<file path="src/rtl/mimc_pkg.sv">
// Shared definitions for the MiMC round datapath: BN254 scalar-field prime,
// default field width and the serial multiplier state encoding.
package mimc_pkg;

  localparam int N_BITS_DEFAULT = 254;

  localparam logic [N_BITS_DEFAULT-1:0] BN254_PRIME =
    254'h30644e72e131a029b85045b68181585d2833e84879b9709143e1f593f0000001;

  typedef enum logic [1:0] {
    IDLE,
    RUN,
    DONE
  } mult_state_t;

endpackage : mimc_pkg

</file>
<file path="src/rtl/galois_add.sv">
// Combinational modular adder over GF(PRIME_MODULUS).
// Both operands must already be reduced (< PRIME_MODULUS), so the raw sum is
// below 2p and a single conditional subtract of p is exact.
module galois_add
  import mimc_pkg::*;
#(
  parameter int                N_BITS        = N_BITS_DEFAULT,
  parameter logic [N_BITS-1:0] PRIME_MODULUS = BN254_PRIME
) (
  input  logic [N_BITS-1:0] a,
  input  logic [N_BITS-1:0] b,
  output logic [N_BITS-1:0] sum
);

  logic [N_BITS:0] raw_sum;
  logic [N_BITS:0] reduced;

  // One extra bit holds the carry; the top bit of (raw_sum - p) is the borrow,
  // which is set exactly when raw_sum < p because p < 2**N_BITS.
  always_comb begin
    raw_sum = {1'b0, a} + {1'b0, b};
    reduced = raw_sum - {1'b0, PRIME_MODULUS};
    sum     = reduced[N_BITS] ? raw_sum[N_BITS-1:0] : reduced[N_BITS-1:0];
  end

endmodule : galois_add

</file>
<file path="src/rtl/galois_mult_serial.sv">
// Bit-serial modular multiplier over GF(PRIME_MODULUS), MSB-first
// double-and-add, one multiplication in flight, valid/ready on both sides.
// Optional feature macro: GALOIS_MULT_EARLY_EXIT_EN -- start the scan at the
// highest set bit of num2 instead of a fixed N_BITS-cycle (constant-time) run.
module galois_mult_serial
  import mimc_pkg::*;
#(
  parameter int                N_BITS        = N_BITS_DEFAULT,
  parameter logic [N_BITS-1:0] PRIME_MODULUS = BN254_PRIME
) (
  input  logic              clk,
  input  logic              rst,
  input  logic              in_valid,
  output logic              in_ready,
  input  logic [N_BITS-1:0] num1,
  input  logic [N_BITS-1:0] num2,
  output logic              out_valid,
  input  logic              out_ready,
  output logic [N_BITS-1:0] product,
  output logic              busy
);

  localparam int CNT_W = $clog2(N_BITS);

  mult_state_t       state_q;
  logic [N_BITS-1:0] a_q;
  logic [N_BITS-1:0] b_q;
  logic [N_BITS-1:0] acc_q;
  logic [CNT_W-1:0]  cnt_q;

  logic [N_BITS-1:0] dbl;
  logic [N_BITS-1:0] dbl_add;
  logic [N_BITS-1:0] acc_next;

  // Doubler followed by the conditional adder; both stay reduced mod p.
  galois_add #(
    .N_BITS        (N_BITS),
    .PRIME_MODULUS (PRIME_MODULUS)
  ) u_double (
    .a   (acc_q),
    .b   (acc_q),
    .sum (dbl)
  );

  galois_add #(
    .N_BITS        (N_BITS),
    .PRIME_MODULUS (PRIME_MODULUS)
  ) u_add (
    .a   (dbl),
    .b   (a_q),
    .sum (dbl_add)
  );

  // Current multiplier bit picks double-and-add or plain double.
  assign acc_next = b_q[cnt_q] ? dbl_add : dbl;

`ifdef GALOIS_MULT_EARLY_EXIT_EN
  logic [CNT_W-1:0] msb_idx;

  // Priority encoder: index of the highest set bit of num2. num2==0 encodes
  // as 0, so a single RUN cycle doubles a zero accumulator and out_valid
  // rises one cycle after accept with product 0.
  always_comb begin
    // NOTE: assign a default before the loop so no path leaves msb_idx
    // unassigned, which would otherwise infer a latch.
    msb_idx = '0;
    for (int i = 0; i < N_BITS; i++) begin
      if (num2[i]) msb_idx = i[CNT_W-1:0];
    end
  end
`endif

  // Operands are only taken in IDLE, and never while reset is held.
  assign in_ready = (state_q == IDLE) && !rst;
  assign product  = acc_q;

  // Control FSM and datapath registers with registered out_valid/busy.
  always_ff @(posedge clk or posedge rst) begin
    if (rst) begin
      state_q   <= IDLE;
      a_q       <= '0;
      b_q       <= '0;
      acc_q     <= '0;
      cnt_q     <= '0;
      out_valid <= 1'b0;
      busy      <= 1'b0;
    end else begin
      // NOTE: non-blocking assignments so every register samples the values
      // from before this edge, independent of statement order.
      case (state_q)
        IDLE: begin
          if (in_valid) begin
            a_q     <= num1;
            b_q     <= num2;
            acc_q   <= '0;
`ifdef GALOIS_MULT_EARLY_EXIT_EN
            cnt_q   <= msb_idx;
`else
            cnt_q   <= CNT_W'(N_BITS - 1);
`endif
            state_q <= RUN;
            busy    <= 1'b1;
          end
        end
        RUN: begin
          acc_q <= acc_next;
          if (cnt_q == '0) begin
            state_q   <= DONE;
            out_valid <= 1'b1;
          end else begin
            cnt_q <= cnt_q - 1'b1;
          end
        end
        DONE: begin
          if (out_ready) begin
            state_q   <= IDLE;
            out_valid <= 1'b0;
            busy      <= 1'b0;
          end
        end
        default: begin
          state_q   <= IDLE;
          out_valid <= 1'b0;
          busy      <= 1'b0;
        end
      endcase
    end
  end

endmodule : galois_mult_serial

</file>
<file path="config.mk">
export PLATFORM = sky130hd
export DESIGN_NAME = galois_mult_serial
export DESIGN_NICKNAME = d
export VERILOG_FILES = /design/src/rtl/mimc_pkg.sv /design/src/rtl/galois_add.sv /design/src/rtl/galois_mult_serial.sv
export SDC_FILE = /design/constraint.sdc
export NUM_CORES = 2
export LEC_CHECK = 0
export CAP_MARGIN = 20
export CORE_AREA = 2 2 445 447
export DETAILED_ROUTE_END_ITERATION = 12
export DIE_AREA = 0 0 447 449
export SLEW_MARGIN = 20
export SYNTH_ARGS = -nofsm -noshare
export SYNTH_HDL_FRONTEND = slang
export SYNTH_SLANG_ARGS = --single-unit
</file>
<file path="constraint.sdc">
create_clock -name clk -period 70.4 [get_ports clk]
set_clock_uncertainty 0.2 [all_clocks]
set_input_delay 14.08 -clock clk [delete_from_list [all_inputs] [get_ports clk]]
set_output_delay 14.08 -clock clk [all_outputs]
set_load 0.005 [all_outputs]
</file>
==> results.sh <==
export IMPL_cts_path_max_buffers=3
export IMPL_finalHoldViolations=0
export IMPL_cp_start_kind="input port"
export IMPL_worstSetupPathType="input port to output pin"
export IMPL_die_y_um=449
export IMPL_end_kind="output pin"
export IMPL_syn_area_um2=72020
export IMPL_worst_pin_slew_ns=1.242
export IMPL_ys_top_cells_by_area="dfrtp_1 (27%), nand2_1 (14%), xnor2_1 (5.2%)"
export IMPL_routabilityCongestion=1.058
export IMPL_grtUsageTotal=0.3733
export IMPL_post_cts_resized=0
export IMPL_grt_ovfl_total=0
export IMPL_final_min_period_over_clock_period=0.4297
export IMPL_finalNetCount=11212
export IMPL_cts_hold_buf=0
export IMPL_synth_top_area_share=0.2689
export IMPL_finalSetupTns_ns=0
export IMPL_first_global_vias=77495
export IMPL_root_buffer="clkbuf_16"
export IMPL_grt_pass1_wl_um=554800
export IMPL_syn_inst=9990
export IMPL_antenna_found_initial=44
export IMPL_cts_setup_buffers=0
export IMPL_maxSlewHeadroom=0.1664
export IMPL_firstDrtPassIters=7
export IMPL_syn_avg_cell_area_um2=7.209
export IMPL_ioPinCount=769
export IMPL_cp_cell_sequence="clkdlybuf4s50_1, nor3_1, clkdlybuf4s50_1"
export IMPL_path_clk_slew_ns=0.06
export IMPL_status="finished clean"
export IMPL_pre_cts_slack_ns=40.15
export IMPL_num_rows=163
export IMPL_maxCapViolCount=0
export IMPL_setup_viol=0
export IMPL_yosysTopAreaCell="dfrtp_1"
export IMPL_coreArea_um2=196200
export IMPL_fin_area_um2=85390
export IMPL_clock_fmax_mhz=33.05
export IMPL_critical_path_max_stage_delay_ns=0.69
export IMPL_cpMostUsedCell="clkdlybuf4s50_1"
export IMPL_yosysMostFrequentCell="nand2_1"
export IMPL_synth_seq_cells=774
export IMPL_grt_setup_unrepaired="no"
export IMPL_ys_warnings_count=0
export IMPL_drtIter0Drc=8982
export IMPL_syn_nets=10761
export IMPL_cts_sinks=774
export IMPL_cts_tree="built"
export IMPL_crit_required_ns=56.12
export IMPL_die_area_um2=200700
export IMPL_cts_buffers=93
export IMPL_fin_cells=13171
export IMPL_syn2layout_area_growth_pct=18.57
export IMPL_place_area_um2=82080
export IMPL_routed_via_count=80929
export IMPL_setup_ws_ns=40.15
export IMPL_arrival_ns=15.97
export IMPL_ys_flop_type="dfrtp_1"
export IMPL_synth_commonest_cells="nand2_1 (2602), dfrtp_1 (774), nor2_1 (735)"
export IMPL_synth_cell_types=118
export IMPL_min_period_ns=30.25
export IMPL_htreeDepth=3
export IMPL_critPathBufInv=2
export IMPL_fill_cells=20284
export IMPL_synth_edf_count=0
export IMPL_drc=0
export IMPL_initial_core_util=0.3671
export IMPL_detail_route_antenna_nets=0
export IMPL_vias_per_cell=6.144
export IMPL_clkLatencyLatePin_ns=0.82
export IMPL_synthArstFlopShare=1.000
export IMPL_slowest_stage="clkdlybuf4s50_1"
export IMPL_seq_area_frac_synth=0.2689
export IMPL_drv_slew=0
export IMPL_dp_cells=12986
export IMPL_io_buffers=768
export IMPL_postRouteWirelength_um=387400
export IMPL_grt_start_max_net_pins=149
export IMPL_dpl_hpwl_um=321800
export IMPL_die_x_um=447
export IMPL_worst_hold_path_type="flip-flop to flip-flop"
export IMPL_drive_gt1_frac=0.05488
export IMPL_crit_family="buffers and inverters"
export IMPL_critPathMaxFanout=2
export IMPL_wl_per_cell_um=29.42
-- cells by family after synthesis --
family,share of synthesized area
muxes,0.02931
and+or+nand+nor,0.3164
xor gates and xnor gates,0.08608
adders and majority gates,0.04510
DFF,0.2689
buffers and inverters,0.03808
AOI/OAI and AO/OA,0.2161
-- final timing paths --
check	depth (start not counted)	to	startpoint	slack (ns)
setup / recovery	3	in_ready	rst	40.15
max in group asynchronous	6	a_q[168]	rst	52.35
hold / removal	2	b_q[190]	b_q[190]	0.27
min in group asynchronous	2	product[22]	rst	13.96
setup reg to reg	56	product[137]	product[15]	49.99
hold reg to reg	2	b_q[190]	b_q[190]	0.27
-- metrics by stage --
step	hold slack, ns	utilization
after floorplan	0.2403	-
after global placement	0.2538	0.4183
after detailed placement	0.2569	0.4183
after CTS	0.2709	0.4348
after global routing	0.2872	0.4351
final	0.2684	0.4352
-- cell usage in the layout (no fill, tap or decap), types with 22 or more instances in the layout --
cell,netlist,final
nor4_1,117,113
o31ai_1,51,49
o21a_1,39,39
nor2_1,735,735
nand4_1,242,242
o21ai_1,37,37
a21oi_1,688,687
and3_1,87,87
xor2_1,280,280
xnor2_1,426,425
a311oi_1,24,22
and2_1,57,57
o21bai_1,79,79
or4_1,34,34
nand2_1,2602,2599
a21o_1,143,143
nor3_1,269,269
nand2b_1,77,77
or3_1,101,101
o21ai_0,533,532
o211ai_1,279,279
and4_1,43,43
a221oi_1,25,25
clkbuf_16,0,93
a21boi_0,37,37
dfrtp_1,774,772
ha_1,258,258
a31oi_1,81,80
or2_2,59,59
inv_1,132,130
buf_4,3,148
nand3_1,422,422
mux2i_1,23,23
clkdlybuf4s50_1,0,768
mux4_2,82,82
nor2b_1,61,60
a211oi_1,70,67
-- state kept, by name (all words and copies together) (netlist names) --
| name | cells |
|---|---|
| product | 254 |
| a_q | 254 |
| state_q | 2 |
| busy | 1 |
| b_q | 254 |
| out_valid | 1 |
| cnt_q | 8 |
-- per-layer routing --
layer	vias to the layer above	wire length, µm	GRT usage
met2	3803	166000	0.5606
met4	44	19290	0.1584
met3	583	32890	0.07657
met1	39883	168900	0.5173
met5	-	310	0
li1	36616	-	-
-- worst register-to-register path: cells and delay by family (launching register included) --
kind	cells	cell delay [ns]
AOI/OAI and AO/OA	20	8.37
buffers and inverters	7	2.15
xor gates and xnor gates	4	1.27
adders and majority gates	1	0.51
and+or+nand+nor	24	7.29
DFF	1	0.45
-- final cells by class --
| type | count | area, µm² | area share |
|---|---|---|---|
| Multi-Input combinational cell | 8520 | 50070 | 0.5864 |
| Inverter | 133 | 514.2 | 0.006022 |
| Tap cell | 2640 | 3303 | 0.03868 |
| Antenna cell | 18 | 45.04 | 0.0005275 |
| Clock buffer | 124 | 2624 | 0.03073 |
| Clock inverter | 43 | 600.6 | 0.007033 |
| Sequential cell | 774 | 19370 | 0.2269 |
| Timing Repair Buffer | 919 | 8859 | 0.1037 |
Power is not shown: default switching activity piles up to over one toggle a cycle in this logic, so the estimate is an artifact.
